`config.mk`:
```
export PLATFORM = sky130hd
export DESIGN_NAME = ehl_ahb2apb_bridge
export DESIGN_NICKNAME = d
export VERILOG_FILES = /design/src/rtl/ehl_ahb2apb_bridge.sv
export SDC_FILE = /design/constraint.sdc
export NUM_CORES = 1
export LEC_CHECK = 0
export CAP_MARGIN = 0
export CORE_ASPECT_RATIO = 2
export CORE_MARGIN = 5
export CORE_UTILIZATION = 43
export DETAILED_ROUTE_END_ITERATION = 6
export PLACE_DENSITY = 0.93
export SLEW_MARGIN = 10
export SYNTH_ARGS = -nofsm -noshare
export SYNTH_HDL_FRONTEND = slang
export SYNTH_SLANG_ARGS = --single-unit
```
`constraint.sdc`:
```
create_clock -name hclk -period 4.35 [get_ports hclk]
set_clock_uncertainty 0.15 [all_clocks]
set_input_delay 0.87 -clock hclk [delete_from_list [all_inputs] [get_ports hclk]]
set_output_delay 0.87 -clock hclk [all_outputs]
set_load 0.02 [all_outputs]
```
`src/rtl/ehl_ahb2apb_bridge.sv`:
```
// AHB-Lite to APB4 bridge: one outstanding transfer, fully registered outputs,
// optional APB access timeout that converts a stalled completer into an AHB ERROR.
module ehl_ahb2apb_bridge #(
    parameter int unsigned TIMEOUT = 0
) (
    input  logic        hclk,
    input  logic        hresetn,
    input  logic        hsel,
    input  logic        hready_in,
    input  logic [1:0]  htrans,
    input  logic [31:0] haddr,
    input  logic        hwrite,
    input  logic [2:0]  hsize,
    input  logic [3:0]  hprot,
    input  logic [31:0] hwdata,
    output logic        hready,
    output logic [1:0]  hresp,
    output logic [31:0] hrdata,
    output logic [31:0] paddr,
    output logic        pwrite,
    output logic [31:0] pwdata,
    output logic [3:0]  pstrb,
    output logic [2:0]  pprot,
    output logic        psel,
    output logic        penable,
    input  logic [31:0] prdata,
    input  logic        pready,
    input  logic        pslverr
);

    typedef enum logic [2:0] {
        IDLE,
        LATCH,
        SETUP,
        ACCESS,
        RESP,
        ERR1,
        ERR2
    } state_t;

    localparam logic [1:0]  RESP_OKAY  = 2'b00;
    localparam logic [1:0]  RESP_ERROR = 2'b01;
    localparam int unsigned TW = (TIMEOUT > 1) ? $clog2(TIMEOUT) : 1;

    state_t          state;
    logic [TW-1:0]   tcnt;
    logic            addr_valid;
    logic            unused_hprot;

    assign addr_valid   = hsel & hready_in & htrans[1];
    assign unused_hprot = ^hprot[3:2];

    function automatic logic [3:0] strb_for(input logic       wr,
                                            input logic [2:0] size,
                                            input logic [1:0] a);
        if (!wr) return 4'b0000;
        case (size)
            3'd0:    return 4'b0001 << a;
            3'd1:    return 4'b0011 << {a[1], 1'b0};
            3'd2:    return 4'b1111;
            default: return 4'b0000;
        endcase
    endfunction

    // Outputs are assigned alongside each transition so they reflect the state being entered.
    always_ff @(posedge hclk) begin
        if (!hresetn) begin
            state   <= IDLE;
            hready  <= 1'b1;
            hresp   <= RESP_OKAY;
            hrdata  <= '0;
            paddr   <= '0;
            pwrite  <= 1'b0;
            pwdata  <= '0;
            pstrb   <= '0;
            pprot   <= '0;
            psel    <= 1'b0;
            penable <= 1'b0;
            tcnt    <= '0;
        end else begin
            case (state)
                IDLE, RESP, ERR2: begin
                    psel    <= 1'b0;
                    penable <= 1'b0;
                    if (addr_valid) begin
                        paddr  <= haddr;
                        pwrite <= hwrite;
                        pstrb  <= strb_for(hwrite, hsize, haddr[1:0]);
                        pprot  <= {~hprot[0], 1'b1, hprot[1]};
                        hready <= 1'b0;
                        if (hsize > 3'd2) begin
                            state <= ERR1;
                            hresp <= RESP_ERROR;
                        end else begin
                            state <= LATCH;
                            hresp <= RESP_OKAY;
                        end
                    end else begin
                        state  <= IDLE;
                        hready <= 1'b1;
                        hresp  <= RESP_OKAY;
                    end
                end

                LATCH: begin
                    pwdata <= hwdata;
                    psel   <= 1'b1;
                    state  <= SETUP;
                end

                SETUP: begin
                    penable <= 1'b1;
                    tcnt    <= '0;
                    state   <= ACCESS;
                end

                ACCESS: begin
                    if (pready) begin
                        psel    <= 1'b0;
                        penable <= 1'b0;
                        if (pslverr) begin
                            state <= ERR1;
                            hresp <= RESP_ERROR;
                        end else begin
                            state  <= RESP;
                            hready <= 1'b1;
                            if (!pwrite) hrdata <= prdata;
                        end
                    end else if (TIMEOUT != 0 && 32'(tcnt) == TIMEOUT - 1) begin
                        psel    <= 1'b0;
                        penable <= 1'b0;
                        state   <= ERR1;
                        hresp   <= RESP_ERROR;
                    end else begin
                        tcnt <= tcnt + TW'(1);
                    end
                end

                ERR1: begin
                    state  <= ERR2;
                    hready <= 1'b1;
                    hresp  <= RESP_ERROR;
                end

                default: begin
                    state   <= IDLE;
                    hready  <= 1'b1;
                    hresp   <= RESP_OKAY;
                    psel    <= 1'b0;
                    penable <= 1'b0;
                end
            endcase
        end
    end

endmodule

```
After elaboration in Yosys (flattened, before gate mapping) --
Cells that the tools add are included.
Cells by class: reduce and logical (&&, ||, !) cells 12, $lt $le $gt $ge 1, bitwise logic cells 8, multiplexer cells 24, equal/unequal tests 11, shift operators 2
Operators with widths (count):
- one-hot mux 3 bit (5 select lines) | 1
- one-hot mux 4 bit (3 select lines) | 1
- two-way mux 1 bit | 10
- == test 3 x 2 -> 1 bit, second input constant | 3
- == test 3 bit, second input constant | 3
- two-way mux 3 bit | 3
- one-hot mux 1 bit (3 select lines) | 3
- two-way mux 4 bit | 2
- one-hot mux 2 bit (4 select lines) | 1
- == test 3 x 1 -> 1 bit, second input constant | 2
- logical NOT 3 bit | 2
- two-way mux 2 bit | 3
- != test 2 bit, second input constant | 3
- NOT 1 bit | 6
- AND reduction 2 bit | 3
- AND reduction 3 bit | 2
- OR reduction 2 bit | 3
- AND reduction 4 bit | 1
- left shift 1 x 2 -> 4 bit, first input constant | 1
- left shift 2 x 2 -> 4 bit, first input constant | 1
- greater-than comparator 3 x 2 -> 1 bit, second input constant | 1
- OR reduction 3 bit | 1
- AND 1 bit | 2
Word-level totals: output and inout port bits 109, bits of input ports 112, bits in registers 112

Logic depth before layout (Yosys ltp) --
depth after elaboration 6, gate-level depth with buffers 7

Least setup slack after synthesis --
Ideal clock, no wire load.
kind input to register, start input pslverr, end register hrdata[0], buffers on the path 2, slack 2.326 ns, library setup time 0.116 ns, cell stages on the path 6, data arrival time 1.758 ns, cells stage by stage nand4b_2 or3_1 buf_2 buf_6 nand2_1 a21boi_1
On the way: longest elaborated chain between the ends 2
RTL lines:
- from (decl) | line 28 | input logic pslverr
- NOT 1 bit (no source line)
- AND reduction 4 bit (no source line)
- to (signal assigned) | line 127 | if (!pwrite) hrdata <= prdata;
- to (decl) | line 18 | output logic [31:0] hrdata,
No other way between the ends. A chain may end at the register's enable or synchronous reset.

Final worst setup path --
start input pready, end register hrdata[2]
On the way: longest elaborated chain between the ends 1
RTL lines:
- from (decl) | line 27 | input logic pready,
- AND reduction 4 bit (no source line)
No other way between the ends.

==> metrics.md <==
| Metric | Value |
|---|---|
| Status | `completed` |
| Clk Latency, worst-skew pair | `0.33 ns` |
| Final Power | `around 2.1 mW` |
| IO Pins | `221` |
| Share of layout cells above drive strength 1 | `3.60%` |
| GRT Overall Usage | `between 20% and 30%` |
| CP cell instances | `clkdlybuf4s50_1 -> nand4b_2 -> or3_1 -> nand2_1 -> a21boi_1` |
| Synth Area in Simple Gates | `21.3%` |
| H-Tree Depth | `3` |
| Max Root-Sink Buffers | `2` |
| Fin area | `about 6700 µm²` |
| Place WS | `about 1.3 ns` |
| Worst-path maximum fanout | `32` |
| Commonest non-fill, non-tap cells in the layout | `clkdlybuf4s50_1 (215), nand2_1 (203), dfxtp_1 (111), a21boi_1 (89), a21boi_0 (13)` |
| Reg clk slew, reported paths | `0.07 ns` |
| Site row count | `51` |
| Crit path max-delay family | `simple AND/OR/NAND/NOR gates` |
| Final hold viol count | `0` |
| Antenna diodes | `0` |
| Seq. cell area | `~2200 µm²` |
| CP Launch Type | `input pin` |
| Final GP Congestion | `0.806` |
| Slew headroom | `17.2%` |
| Complex-gate fraction of the synthesized area | `21.4%` |
| Post-synth top area share | `52.1%` |
| Pwr dens | `roughly 320 nW/µm²` |
| Cells after synthesis | `498` |
| Setup TNS after final layout | `0 ns` |
| Post-CTS setup buffers | `0` |
| Antenna violations before repair | `0` |
| Sequential share of the synthesized area | `52.1%` |
| Core area | `between 9000 and 10,000 µm²` |
| Fillers | `slightly below 800` |
| Initial drt markers | `about 160` |
| IO Port Bufs | `approximately 220` |
| Synth Cell Area | `4270 µm²` |
| # Max-Cap Violations | `0` |
| Largest net degree at the start of global routing | `84` |
| CP startpoint | `pready` |
| Grt ovf | `0` |
| Crit. End Element | `flip-flop` |
| RSZ-0062 raised after global routing | `no` |
| Critical Path AT | `2.77 ns` |
| Initial Util | `between 40% and 50%` |
| Synth cell types | `34` |
| Minimum clock period | `2.70 ns` |
| Via/cell ratio | `4.95` |
| Post-synth top area cell | `dfxtp_1` |
| Synth top area cells | `dfxtp_1 (52%), nand2_1 (18%), a21boi_1 (16%), a21boi_0 (2.3%), buf_2 (2.0%)` |
| Commonest non-fill, non-tap cell in the layout | `clkdlybuf4s50_1` |
| Vias in the first global route | `about 4.1k` |
| Synthesized Nets | `610` |
| WP data required | `4.42 ns` |
| Sink Count | `111` |
| Seq cells post-synth | `approximately 110` |
| Dpl hpwl | `approximately 10 mm` |
| Post-route worst setup slack | `1.65 ns` |
| Layout area overhead | `57.3%` |
| Placed inst area | `between 6000 and 7000 µm²` |
| Die X | `around 80 µm` |
| Slew Limit Fails | `0` |
| Peak supply drop | `about 0.00022 V` |
| Synthesized area per cell | `8.56 µm²` |
| Final setup vio count | `0` |
| CP Class | `input pin to flip-flop` |
| Lkg Pwr | `approximately 2.4 nW` |
| Global-route wire length before repair | `a little under 20 mm` |
| Min-Delay Startpoint | `pwdata[14]` |
| Die Ht | `151 µm` |
| Vias after detailed routing | `about 4.1k` |
| DRC | `0` |
| Die footprint | `12,100 µm²` |
| Slew @ Worst Pin | `1.24 ns` |
| Final wirelength | `13.1 mm` |
| Synth Area in Adders | `0%` |
| Mux contribution to synthesized area | `0%` |
| Main combinational cell family by area after synthesis | `compound AO/OA/AOI/OAI gates` |
| Crit-path slowest cell | `or3_1` |
| Hold_buf cts | `0` |
| Reg2reg start | `state[0]` |
| Iteration count of the initial detailed-routing pass | `5` |
| Max Clk Rate | `0.370 GHz` |
| Synth Area in XOR/XNOR | `0%` |
| Max incr delay on CP | `0.78 ns` |
| CTS tree | `built` |
| Routed WL per cell | `15.8 µm` |
| CP bufs+invs | `1` |
| Multi-input gate area | `1840 µm²` |
| CTS buffer count | `9` |
| Routed Antenna Nets | `0` |
| Worst Hold Class | `flip-flop to flip-flop` |
| Clk root buf | `clkbuf_16` |
| PostCTS Resize Cnt | `0` |
| Synthesis Warnings | `0` |
| Final nets | `802` |
| Final Cycle Share | `62.2%` |
| Hold WS | `0.302 ns` |
[cell families after synthesis]
family                 count (synthesis)
and+or+nand+nor                      222
other                                  1
DFF                                  111
buffers and inverters                 41
AOI/OAI and AO/OA                    123
[cells in the mapped netlist (all sizes together)]
| cell | n |
|---|---|
| dfxtp | 111 |
| o211a | 1 |
| nand4 | 1 |
| o211ai | 2 |
| nand2 | 203 |
| o21a | 4 |
| clkbuf | 13 |
| a21o | 2 |
| buf | 26 |
| nor4b | 1 |
| and3b | 1 |
| a21oi | 3 |
| or3b | 1 |
| or3 | 1 |
| nand3 | 2 |
| o21ai | 4 |
| nor3 | 1 |
| conb | 1 |
| a22oi | 1 |
| nand4b | 1 |
| a31oi | 2 |
| nor3b | 2 |
| nand2b | 2 |
| inv | 2 |
| o311a | 2 |
| nor2 | 3 |
| a21boi | 102 |
| and4 | 1 |
| nor2b | 2 |
[through the flow]
stage / cells / utilization, %
after global placement: 811 / 66.2
after global routing: 827 / 69.2
final: 827 / 69.2
after detailed placement: 811 / 66.2
after floorplan: 498 / -
after CTS: 827 / 69.2
[per-layer routing]
metal	vias up	track usage, %	part of all wire, %
met4	0	15.0	6.0
met2	179	38.1	54
met3	51	5.12	6.7
met1	1856	20.8	34
met5	-	0	0
li1	2008	-	-
[layout make-up]
cell class	count	share of cell area [%]
Tap cell	132	2.46
Timing Repair Buffer	220	32.6
Multi-Input combinational cell	346	27.4
Inverter	2	0.112
Sequential cell	111	33.1
Clock buffer	11	3.77
Clock inverter	5	0.578
[report_power, final]
part	leakage [nW]	internal [mW]	switching, mW
clock	0.143	0.426	0.369
sequential	0.898	1.04	0.0192
combinational	1.32	0.164	0.120
[worst paths after layout]
check                to  slack [ns]  depth (start not counted)
min reg2reg  pwdata[14]        0.30                          2
max           hrdata[2]        1.65                          5
max reg2reg   pwdata[0]        2.13                          3
min          pwdata[14]        0.30                          2
[flip-flops by register name (all words and copies together) (netlist names)]
register / count
pwdata: 32
state: 3
pstrb: 4
pwrite: 1
psel: 1
pprot: 3
hrdata: 32
penable: 1
hresp: 1
paddr: 32
hready: 1
[worst reg2reg max path: stages (launching register included)]
cell	delay (ns)
dfxtp_1	0.55
nor3b_4	1.07
nand2_1	0.17
a21boi_0	0.20
No activity file was read; power rests on OpenSTA's default activity.
